`src/rtl/alu_result_decoder_pkg.sv`:
```
// Shared opcode encodings, default ENC key and the decoded-record layout
// used by the ALU result decoder and its FIFO.
package alu_dec_pkg;

  localparam logic [3:0] OP_ADD = 4'd0;
  localparam logic [3:0] OP_SUB = 4'd1;
  localparam logic [3:0] OP_MUL = 4'd2;
  localparam logic [3:0] OP_DIV = 4'd3;
  localparam logic [3:0] OP_AND = 4'd4;
  localparam logic [3:0] OP_OR  = 4'd5;
  localparam logic [3:0] OP_XOR = 4'd6;
  localparam logic [3:0] OP_NOT = 4'd7;
  localparam logic [3:0] OP_ENC = 4'd8;

  localparam logic [7:0] ENC_KEY_DEFAULT = 8'hAB;

  typedef struct packed {
    logic [3:0] opcode;
    logic [7:0] data;
    logic [3:0] aux;
    logic       carry;
    logic       overflow;
    logic       illegal;
    logic       mismatch;
  } dec_rec_t;

endpackage

```
`src/rtl/alu_result_decoder_if.sv`:
```
// Issue, ALU-return and decoded-output bundle of the ALU result decoder.
// master = host/ALU side, slave = decoder.
interface alu_result_decoder_if;

  logic       issue_valid;
  logic       issue_ready;
  logic [3:0] issue_opcode;
  logic [3:0] issue_a;
  logic [3:0] issue_b;
  logic [7:0] alu_result;
  logic       alu_carry;
  logic       alu_overflow;
  logic       out_valid;
  logic       out_ready;
  logic [3:0] out_opcode;
  logic [7:0] out_data;
  logic [3:0] out_aux;
  logic       out_carry;
  logic       out_overflow;
  logic       out_illegal;
  logic       out_mismatch;

  modport master (
    output issue_valid, issue_opcode, issue_a, issue_b,
    output alu_result, alu_carry, alu_overflow, out_ready,
    input  issue_ready, out_valid, out_opcode, out_data, out_aux,
    input  out_carry, out_overflow, out_illegal, out_mismatch
  );

  modport slave (
    input  issue_valid, issue_opcode, issue_a, issue_b,
    input  alu_result, alu_carry, alu_overflow, out_ready,
    output issue_ready, out_valid, out_opcode, out_data, out_aux,
    output out_carry, out_overflow, out_illegal, out_mismatch
  );

endinterface

```
`src/rtl/alu_result_decoder_fifo.sv`:
```
// Synchronous FIFO holding decoded records; head is visible combinationally on dout.
module alu_dec_fifo #(
  parameter int WIDTH = 20,
  parameter int DEPTH = 4
) (
  input  logic                           clk,
  input  logic                           rst_n,
  input  logic                           push,
  input  logic [WIDTH-1:0]               din,
  input  logic                           pop,
  output logic [WIDTH-1:0]               dout,
  output logic                           full,
  output logic                           empty,
  output logic [$clog2(DEPTH+1)-1:0]     count
);

  localparam int PTR_W = $clog2(DEPTH);
  localparam int CNT_W = $clog2(DEPTH+1);

  logic [WIDTH-1:0] mem [DEPTH];
  logic [PTR_W-1:0] wr_ptr;
  logic [PTR_W-1:0] rd_ptr;
  logic             do_push;
  logic             do_pop;

  assign do_push = push && !full;
  assign do_pop  = pop && !empty;
  assign full    = (count == CNT_W'(DEPTH));
  assign empty   = (count == '0);
  assign dout    = mem[rd_ptr];

  // Storage is cleared too so the head outputs read zero out of reset.
  always_ff @(posedge clk or negedge rst_n) begin
    if (!rst_n) begin
      wr_ptr <= '0;
      rd_ptr <= '0;
      count  <= '0;
      for (int i = 0; i < DEPTH; i++) mem[i] <= '0;
    end else begin
      if (do_push) begin
        mem[wr_ptr] <= din;
        wr_ptr      <= wr_ptr + PTR_W'(1);
      end
      if (do_pop) rd_ptr <= rd_ptr + PTR_W'(1);
      if (do_push && !do_pop)      count <= count + CNT_W'(1);
      else if (!do_push && do_pop) count <= count - CNT_W'(1);
    end
  end

endmodule

```
`src/rtl/alu_result_decoder.sv`:
```
// Aligns issued ALU ops with the 1-cycle-late ALU result, decodes and queues records.
// Optional self-check of ALU results enabled by defining ALU_DEC_CHECK_EN.
module alu_result_decoder
  import alu_dec_pkg::*;
#(
  parameter int         DEPTH   = 4,
  parameter logic [7:0] ENC_KEY = ENC_KEY_DEFAULT
) (
  input  logic                       clk,
  input  logic                       rst_n,
  alu_result_decoder_if.slave        bus,
  input  logic                       err_clear,
  output logic                       err_sticky,
  output logic [$clog2(DEPTH+1)-1:0] level
);

  localparam int CNT_W = $clog2(DEPTH+1);

  logic           stage_valid;
  logic [3:0]     stage_op;
  logic [3:0]     stage_a;
  logic [3:0]     stage_b;
  logic           issue_fire;
  logic           issue_ready_int;
  logic [CNT_W:0] credit_used;
  logic [7:0]     res;
  logic           chk_mismatch;
  dec_rec_t       dec_rec;
  dec_rec_t       head_rec;
  logic           fifo_empty;
  logic           fifo_full_unused;
  logic           pop;

  assign res             = bus.alu_result;
  // Credit counts only registered occupancy, so a same-cycle pop never frees a slot early.
  assign credit_used     = {1'b0, level} + {{CNT_W{1'b0}}, stage_valid};
  assign issue_ready_int = credit_used < (CNT_W+1)'(DEPTH);
  assign issue_fire      = bus.issue_valid && issue_ready_int;
  assign bus.issue_ready = issue_ready_int;

  always_ff @(posedge clk or negedge rst_n) begin
    if (!rst_n) begin
      stage_valid <= 1'b0;
      stage_op    <= '0;
      stage_a     <= '0;
      stage_b     <= '0;
    end else begin
      stage_valid <= issue_fire;
      if (issue_fire) begin
        stage_op <= bus.issue_opcode;
        stage_a  <= bus.issue_a;
        stage_b  <= bus.issue_b;
      end
    end
  end

  // Flags are only meaningful for ADD/SUB; the ALU leaves stale flags for everything else.
  always_comb begin
    dec_rec          = '0;
    dec_rec.opcode   = stage_op;
    dec_rec.mismatch = chk_mismatch;
    case (stage_op)
      OP_ADD, OP_SUB: begin
        dec_rec.data     = {4'b0, res[3:0]};
        dec_rec.carry    = bus.alu_carry;
        dec_rec.overflow = bus.alu_overflow;
      end
      OP_MUL: dec_rec.data = res;
      OP_DIV: begin
        dec_rec.data = {4'b0, res[3:0]};
        dec_rec.aux  = res[7:4];
      end
      OP_AND, OP_OR, OP_XOR, OP_NOT: dec_rec.data = {4'b0, res[3:0]};
      OP_ENC: dec_rec.data = res ^ ENC_KEY;
      default: dec_rec.illegal = 1'b1;
    endcase
  end

`ifdef ALU_DEC_CHECK_EN
  logic [3:0] sum4;
  logic [3:0] diff4;
  logic [7:0] div_back;

  always_comb begin
    sum4         = stage_a + stage_b;
    diff4        = stage_a - stage_b;
    div_back     = 8'(res[3:0]) * 8'(stage_b) + 8'(res[7:4]);
    chk_mismatch = 1'b0;
    case (stage_op)
      OP_ADD: chk_mismatch = (res[3:0] != sum4);
      OP_SUB: chk_mismatch = (res[3:0] != diff4);
      OP_DIV: begin
        if (stage_b != 4'd0)
          chk_mismatch = (div_back != {4'b0, stage_a}) || (res[7:4] >= stage_b);
        else
          chk_mismatch = (res != 8'h00);
      end
      OP_ENC:  chk_mismatch = ((res ^ ENC_KEY) != {stage_a, stage_b});
      default: chk_mismatch = (stage_op > OP_ENC) && (res != 8'h00);
    endcase
  end

  // A mismatch being pushed beats a simultaneous clear.
  always_ff @(posedge clk or negedge rst_n) begin
    if (!rst_n)                          err_sticky <= 1'b0;
    else if (stage_valid && chk_mismatch) err_sticky <= 1'b1;
    else if (err_clear)                  err_sticky <= 1'b0;
  end
`else
  logic unused_chk;
  assign chk_mismatch = 1'b0;
  assign err_sticky   = 1'b0;
  assign unused_chk   = ^{err_clear, stage_a, stage_b};
`endif

  assign pop = bus.out_ready && !fifo_empty;

  alu_dec_fifo #(
    .WIDTH ($bits(dec_rec_t)),
    .DEPTH (DEPTH)
  ) u_fifo (
    .clk   (clk),
    .rst_n (rst_n),
    .push  (stage_valid),
    .din   (dec_rec),
    .pop   (pop),
    .dout  (head_rec),
    .full  (fifo_full_unused),
    .empty (fifo_empty),
    .count (level)
  );

  assign bus.out_valid    = !fifo_empty;
  assign bus.out_opcode   = head_rec.opcode;
  assign bus.out_data     = head_rec.data;
  assign bus.out_aux      = head_rec.aux;
  assign bus.out_carry    = head_rec.carry;
  assign bus.out_overflow = head_rec.overflow;
  assign bus.out_illegal  = head_rec.illegal;
  assign bus.out_mismatch = head_rec.mismatch;

endmodule

```
`src/flat_wrapper.sv`:
```
// flat-port wrapper written by rule: the top's interface ports become plain ports
module alu_result_decoder_flat import alu_dec_pkg::*;
#(
  parameter int         DEPTH   = 4,
  parameter logic [7:0] ENC_KEY = ENC_KEY_DEFAULT
)
  (clk, rst_n, err_clear, err_sticky, level, bus_issue_valid, bus_issue_opcode, bus_issue_a, bus_issue_b, bus_alu_result, bus_alu_carry, bus_alu_overflow, bus_out_ready, bus_issue_ready, bus_out_valid, bus_out_opcode, bus_out_data, bus_out_aux, bus_out_carry, bus_out_overflow, bus_out_illegal, bus_out_mismatch);
  alu_result_decoder_if bus_i ();
  input  logic clk;
  input  logic rst_n;
  input  logic err_clear;
  output logic err_sticky;
  output logic [$clog2(DEPTH+1)-1:0] level;
  input wire logic [$bits(bus_i.issue_valid)-1:0] bus_issue_valid;
  input wire logic [$bits(bus_i.issue_opcode)-1:0] bus_issue_opcode;
  input wire logic [$bits(bus_i.issue_a)-1:0] bus_issue_a;
  input wire logic [$bits(bus_i.issue_b)-1:0] bus_issue_b;
  input wire logic [$bits(bus_i.alu_result)-1:0] bus_alu_result;
  input wire logic [$bits(bus_i.alu_carry)-1:0] bus_alu_carry;
  input wire logic [$bits(bus_i.alu_overflow)-1:0] bus_alu_overflow;
  input wire logic [$bits(bus_i.out_ready)-1:0] bus_out_ready;
  output wire logic [$bits(bus_i.issue_ready)-1:0] bus_issue_ready;
  output wire logic [$bits(bus_i.out_valid)-1:0] bus_out_valid;
  output wire logic [$bits(bus_i.out_opcode)-1:0] bus_out_opcode;
  output wire logic [$bits(bus_i.out_data)-1:0] bus_out_data;
  output wire logic [$bits(bus_i.out_aux)-1:0] bus_out_aux;
  output wire logic [$bits(bus_i.out_carry)-1:0] bus_out_carry;
  output wire logic [$bits(bus_i.out_overflow)-1:0] bus_out_overflow;
  output wire logic [$bits(bus_i.out_illegal)-1:0] bus_out_illegal;
  output wire logic [$bits(bus_i.out_mismatch)-1:0] bus_out_mismatch;
  assign bus_i.issue_valid = bus_issue_valid;
  assign bus_i.issue_opcode = bus_issue_opcode;
  assign bus_i.issue_a = bus_issue_a;
  assign bus_i.issue_b = bus_issue_b;
  assign bus_i.alu_result = bus_alu_result;
  assign bus_i.alu_carry = bus_alu_carry;
  assign bus_i.alu_overflow = bus_alu_overflow;
  assign bus_i.out_ready = bus_out_ready;
  assign bus_issue_ready = bus_i.issue_ready;
  assign bus_out_valid = bus_i.out_valid;
  assign bus_out_opcode = bus_i.out_opcode;
  assign bus_out_data = bus_i.out_data;
  assign bus_out_aux = bus_i.out_aux;
  assign bus_out_carry = bus_i.out_carry;
  assign bus_out_overflow = bus_i.out_overflow;
  assign bus_out_illegal = bus_i.out_illegal;
  assign bus_out_mismatch = bus_i.out_mismatch;
  alu_result_decoder #(.DEPTH(DEPTH), .ENC_KEY(ENC_KEY)) u_core (.clk(clk), .rst_n(rst_n), .bus(bus_i), .err_clear(err_clear), .err_sticky(err_sticky), .level(level));
endmodule
```
`config.mk`:
```
export PLATFORM = sky130hd
export DESIGN_NAME = alu_result_decoder_flat
export DESIGN_NICKNAME = d
export VERILOG_FILES = /design/src/rtl/alu_result_decoder_pkg.sv /design/src/rtl/alu_result_decoder_if.sv /design/src/rtl/alu_result_decoder_fifo.sv /design/src/rtl/alu_result_decoder.sv /design/src/flat_wrapper.sv
export SDC_FILE = /design/constraint.sdc
export NUM_CORES = 1
export LEC_CHECK = 0
export ABC_AREA = 0
export CORE_ASPECT_RATIO = 0.7
export CORE_MARGIN = 3
export CORE_UTILIZATION = 53
export CTS_CLUSTER_SIZE = 40
export DETAILED_ROUTE_END_ITERATION = 12
export HOLD_SLACK_MARGIN = 0.1
export PLACE_DENSITY = 0.77
export SYNTH_ARGS = -nofsm -noshare
export SYNTH_HDL_FRONTEND = slang
export SYNTH_SLANG_ARGS = --single-unit
```
`constraint.sdc`:
```
create_clock -name clk -period 3.3 [get_ports clk]
set_input_delay 0.99 -clock clk [delete_from_list [all_inputs] [get_ports clk]]
set_output_delay 0.99 -clock clk [all_outputs]
set_load 0.02 [all_outputs]
```
==> flow_summary.json, run 1 <==
{
  "status": "complete, no violations",
  "drc": 0,
  "dpl_cell_area_mm2": 0.00458,
  "ant_nets": 0,
  "ys.flop_type": "dfrtp_1",
  "fin_setup_tns_ps": 0,
  "yosysWarnings": 0,
  "max_freq_ghz": 0.320,
  "clkLatencyLatePin_ps": 360,
  "yosysTopAreaCell": "dfrtp_1",
  "cap_violations": 0,
  "post_drt_wl_per_cell_um": 18.8,
  "required_ps": 2310,
  "p_per_area_mw_per_mm2": 1020,
  "grt_pass1_wl_um": 14600,
  "die_area_mm2": 0.00889,
  "vdd_ir_drop_max_mv": 0.524,
  "track_usage_pct": 21.1,
  "drtIter0Drc": 180,
  "grt_max_degree": 73,
  "fin_crit_ps": 3130,
  "slew_violations": 0,
  "power_mw": 4.86,
  "ctsRootBufferMaster": "clkbuf_8",
  "drt-pass1-iter-count": 4,
  "viasPerCell": 5.96,
  "path_class": "reg -> out",
  "cts_tree": "built",
  "synthTopCellsByArea": "dfrtp_1 (53%), o21ai_0 (11%), mux4_2 (10%)",
  "dieHeight_um": 79.8,
  "via_count": 2720,
  "ys_seq_elements": 88,
  "fillCellCount": 571,
  "synthDominantCellAreaShare_pct": 53.4,
  "ios": 53,
  "hold_viol": 0,
  "initial_core_util_pct": 55.5,
  "crit_path_start_kind": "flip-flop",
  "rsz0062_at_grt": "no",
  "placementRows": 26,
  "totalWireLength_um": 8560,
  "syn_inst": 320,
  "htreeDepth": 3,
  "setup-violations-final": 0,
  "fin_crit_sh_pct": 94.8,
  "dp_hpwl_um": 5510,
  "drive_gt1_share_pct": 18.7,
  "die_w_um": 111,
  "gp_congestion": 0.766,
  "async_flop_share_pct": 100,
  "holdBufCountCts": 0,
  "end_kind": "primary output",
  "synth-edff-count": 0,
  "synth.distinct_cells": 32,
  "nNetsFinal": 386,
  "clockBufferDepth": 2,
  "cp_max_fo": 19,
  "relSlewSlack_pct": 56.3,
  "worst_pin_slew_ps": 655,
  "core-area_mm2": 0.00742,
  "grt_pass1_vias": 2810,
  "postCtsSetupBuffers": 0,
  "port_buffers": 41,
  "synthTopCellsByCount": "o21ai_0 (92), dfrtp_1 (88), mux4_2 (19)",
  "area_delta_synth_final_pct": 15.9,
  "clock_sinks": 88,
  "cts_resized": 0,
  "post-synth-top-count-cell": "o21ai_0",
  "fin_area_mm2": 0.00477,
  "numCtsBuffers": 9,
  "grt_overflow_total": 0,
  "synth_area_mm2": 0.00412,
  "syn-mean-instance-area_um2": 12.9,
  "yosysSeqAreaShare_pct": 53.4,
  "leakagePower_nw": 1.97,
  "hp-class": "reg -> reg",
  "clk_pin_slew_ps": 80,
  "antenna_found_initial": 0,
  "antennaDiodeCount": 0,
  "finalClockSkew_ps": 10.8,
  "crit_arrival_ps": 2140
}
==> placed cells by master (no fill, tap or decap), types with 2 or more instances in the layout <==
master and instances:
nor2_1 2, buf_12 2, nand2_1 13, mux2_1 16, clkinv_2 3, clkdlybuf4s50_1 40
ha_1 5, buf_4 3, conb_1 2, nand3_4 4, and3b_1 2, nand3_1 4
clkbuf_8 9, xor2_1 3, inv_1 4, o21ai_0 92, mux2_2 17, o21ai_1 7
dfrtp_1 88, xnor2_1 4, mux2i_4 3, nor3b_1 2, mux4_2 19
==> routing by layer <==
metal,global-route usage (%),vias to the layer above,share of wire (%)
met1,30.4,1383,45
met3,5.15,11,7.8
met4,5.95,0,0.89
met5,0,-,0
li1,-,1233,-
met2,32.3,93,46
==> stage by stage <==
step / hold WS, ps / instances / utilization, % / setup WS, ps
final: 483 / 456 / 64.4 / 173
after global routing: 473 / 456 / 64.4 / 80.0
after CTS: 482 / 456 / 64.4 / 146
after detailed placement: 478 / 440 / 61.8 / 538
after global placement: 462 / 440 / 61.8 / 569
after floorplan: 459 / 321 / - / 987
==> cell type report <==
cell class	instances	area, um2	share of cell area, %
inverter	4	15.0	0.314
tap	98	123	2.57
clock inverter	7	70.1	1.47
sequential	88	2200	46.1
multi-input combinational	205	1780	37.2
timing repair buffer	45	463	9.70
clock buffer	9	124	2.59
==> final timing paths <==
kind	startpoint	to	slack, ps	cells after the start
max	u_core.u_fifo.rd_ptr[0]	bus_out_illegal	170	3
min	u_core.u_fifo.rd_ptr[1]	u_core.u_fifo.rd_ptr[1]	480	1
max reg2reg	u_core.u_fifo.count[0]	u_core.u_fifo.count[1]	840	6
min reg2reg	u_core.u_fifo.rd_ptr[1]	u_core.u_fifo.rd_ptr[1]	480	1
max in group asynchronous	rst_n	u_core.u_fifo.mem[72]	2170	2
min in group asynchronous	rst_n	u_core.u_fifo.mem[68]	490	1
==> worst max-delay path: stages (launching register included) <==
cell	delay, ps
dfrtp_1	430
buf_12	220
mux4_2	560
clkdlybuf4s50_1	560
==> cell families (layout without fill, tap and decap cells) <==
group	count (synthesis)	after routing	share of synthesized area, %
DFF	88	88	53.4
and+or+nand+nor	34	34	5.92
AOI/OAI and AO/OA	101	101	12.4
buffers and inverters	28	65	3.64
adders and majority gates	6	6	2.00
muxes	55	55	21.0
other	1	2	0.0910
xor gates and xnor gates	7	7	1.49
==> flip-flops by register name (all words and copies together), names as in the netlist <==
signal / flops
u_core.stage_valid: 1
u_core.u_fifo.wr_ptr: 2
u_core.u_fifo.rd_ptr: 2
u_core.u_fifo.count: 3
u_core.stage_op: 4
u_core.u_fifo.mem: 76
==> power breakdown <==
group	leakage (nW)	switching [mW]	internal (mW)
clock network	0.0994	0.386	0.350
logic	0.745	1.09	1.13
registers	1.12	0.367	1.54
total	1.97	1.84	3.02
No activity file was read; power rests on OpenSTA's default activity.
==> inputs of run 2 (changes only) <==
--- a/config.mk
+++ b/config.mk
@@ -6,12 +6,14 @@
 export NUM_CORES = 1
 export LEC_CHECK = 0
 export ABC_AREA = 0
+export ABC_CLOCK_PERIOD_IN_PS = 3300
 export CORE_ASPECT_RATIO = 0.7
 export CORE_MARGIN = 3
 export CORE_UTILIZATION = 53
 export CTS_CLUSTER_SIZE = 40
 export DETAILED_ROUTE_END_ITERATION = 12
 export HOLD_SLACK_MARGIN = 0.1
+export MAX_ROUTING_LAYER = met4
 export PLACE_DENSITY = 0.77
 export SYNTH_ARGS = -nofsm -noshare
 export SYNTH_HDL_FRONTEND = slang
==> run 2 against run 1 <==
Effect of this change:
- via count increased by 0.44%
- largest power group unchanged
- die area stayed put
- utilization unchanged
==> flow_summary.json, run 2 (synthesized netlist as in run 1, its figures left out) <==
{
  "status": "complete, no violations",
  "post_drt_wl_per_cell_um": 18.9,
  "layout_common_cells": "o21ai_0 (92), dfrtp_1 (88), clkdlybuf4s50_1 (40)",
  "drtIter0Drc": 163,
  "antennaDiodeCount": 0,
  "crit_path_start_kind": "flip-flop",
  "grt_overflow_total": 0,
  "die_w_um": 111,
  "p_comb_share_pct": 45.6,
  "finalClockSkew_ps": 8.27,
  "cp_max_fo": 19,
  "drt-pass1-iter-count": 4,
  "clock_sinks": 88,
  "required_ps": 2310,
  "max_freq_ghz": 0.319,
  "p_int_mw": 3.02,
  "nNetsFinal": 386,
  "setup_slack_ps": 168,
  "top_register": "u_core.u_fifo.mem",
  "numCtsBuffers": 9,
  "crit_arrival_ps": 2140,
  "via_count": 2732,
  "dpl_cell_area_mm2": 0.00458,
  "relSlewSlack_pct": 56.2,
  "antenna_found_initial": 0,
  "leakagePower_nw": 1.97,
  "slew_violations": 0,
  "viasPerCell": 5.99,
  "initial_core_util_pct": 55.5,
  "fin_crit_ps": 3130,
  "sw_frac_of_total_pct": 38.0,
  "placementRows": 26,
  "clockBufferDepth": 2,
  "track_usage_pct": 21.7,
  "largest_reg_flops": 76,
  "path_class": "reg -> out",
  "area_delta_synth_final_pct": 15.9,
  "grt_max_degree": 73,
  "cts_tree": "built",
  "ant_nets": 0,
  "setup-violations-final": 0,
  "dp_hpwl_um": 5510,
  "fin_crit_sh_pct": 94.9,
  "fin_area_mm2": 0.00477,
  "core-area_mm2": 0.00742,
  "vdd_ir_drop_max_mv": 0.525,
  "worst_pin_slew_ps": 658,
  "clkLatencyLatePin_ps": 350,
  "power_frac_clock_pct": 15.1,
  "grt_pass1_vias": 2815,
  "end_kind": "primary output",
  "fin_setup_tns_ps": 0,
  "cap_violations": 0,
  "postCtsSetupBuffers": 0,
  "grt_pass1_wl_um": 14600,
  "ios": 53,
  "pwr-share-seq_pct": 39.3,
  "power_mw": 4.87,
  "dieHeight_um": 79.8,
  "fillCellCount": 571,
  "hold_viol": 0,
  "hp-class": "in -> async",
  "cts_resized": 0,
  "layout_commonest_cell": "o21ai_0",
  "ctsRootBufferMaster": "clkbuf_8",
  "holdBufCountCts": 0,
  "top_regs": "u_core.u_fifo.mem: 76 flops, u_core.stage_op: 4 flops, u_core.u_fifo.count: 3 flops",
  "htreeDepth": 3,
  "die_area_mm2": 0.00889,
  "clk_pin_slew_ps": 90,
  "dp_slack_ps": 538,
  "p_per_area_mw_per_mm2": 1020,
  "drc": 0,
  "drive_gt1_share_pct": 18.7,
  "port_buffers": 41,
  "switching_power_mw": 1.85,
  "gp_congestion": 0.776,
  "rsz0062_at_grt": "no",
  "totalWireLength_um": 8640
}
## run 2: cell counts in the layout (fill, tap and decap cells not counted)
No cell type changed its count.
## run 2: stage by stage
stage	util, %	hold WS [ps]	cells
floorplan	-	459	321
global placement	61.8	462	440
detailed placement	61.8	478	440
CTS	64.4	482	456
global route	64.4	470	456
finish	64.4	483	456
## run 2: layout make-up
type | instances | area [um2] | area share, %
Timing Repair Buffer | 45 | 463 | 9.70
Clock inverter | 7 | 70.1 | 1.47
Multi-Input combinational cell | 205 | 1780 | 37.2
Sequential cell | 88 | 2200 | 46.1
Clock buffer | 9 | 124 | 2.59
Inverter | 4 | 15.0 | 0.314
Tap cell | 98 | 123 | 2.57
## run 2: worst paths after layout
kind | start | end | slack, ps | cells past startpoint
setup reg to reg | u_core.u_fifo.count[0] | u_core.u_fifo.count[1] | 840 | 6
setup / recovery | u_core.u_fifo.rd_ptr[0] | bus_out_illegal | 170 | 3
min in group clk | u_core.u_fifo.rd_ptr[1] | u_core.u_fifo.rd_ptr[1] | 490 | 1
max in group asynchronous | rst_n | u_core.u_fifo.mem[19] | 2180 | 2
hold reg to reg | u_core.u_fifo.rd_ptr[1] | u_core.u_fifo.rd_ptr[1] | 490 | 1
hold / removal | rst_n | u_core.u_fifo.mem[68] | 480 | 1
## run 2: worst max-delay path, cell delays in order, from the launching register on
cell and delay (ps):
dfrtp_1 440, buf_12 230, mux4_2 560, clkdlybuf4s50_1 560
## run 2: metal layers
layer | vias to the layer above | track usage [%] | share of wire [%]
li1 | 1226 | - | -
met1 | 1408 | 30.3 | 45
met2 | 83 | 32.3 | 46
met3 | 15 | 5.15 | 7.0
met4 | 0 | 6.32 | 1.5
met5 | - | - | 0
## run 2: power by group through the flow
stage                     logic, mW  registers, mW  clock network [mW]
after floorplan                1.59           1.77                   0
after CTS                      2.24           1.91               0.752
after detailed placement       2.24           1.93                   0
after global routing           2.41           1.98               0.804
final                          2.22           1.91               0.736
after global placement         2.17           1.89                   0
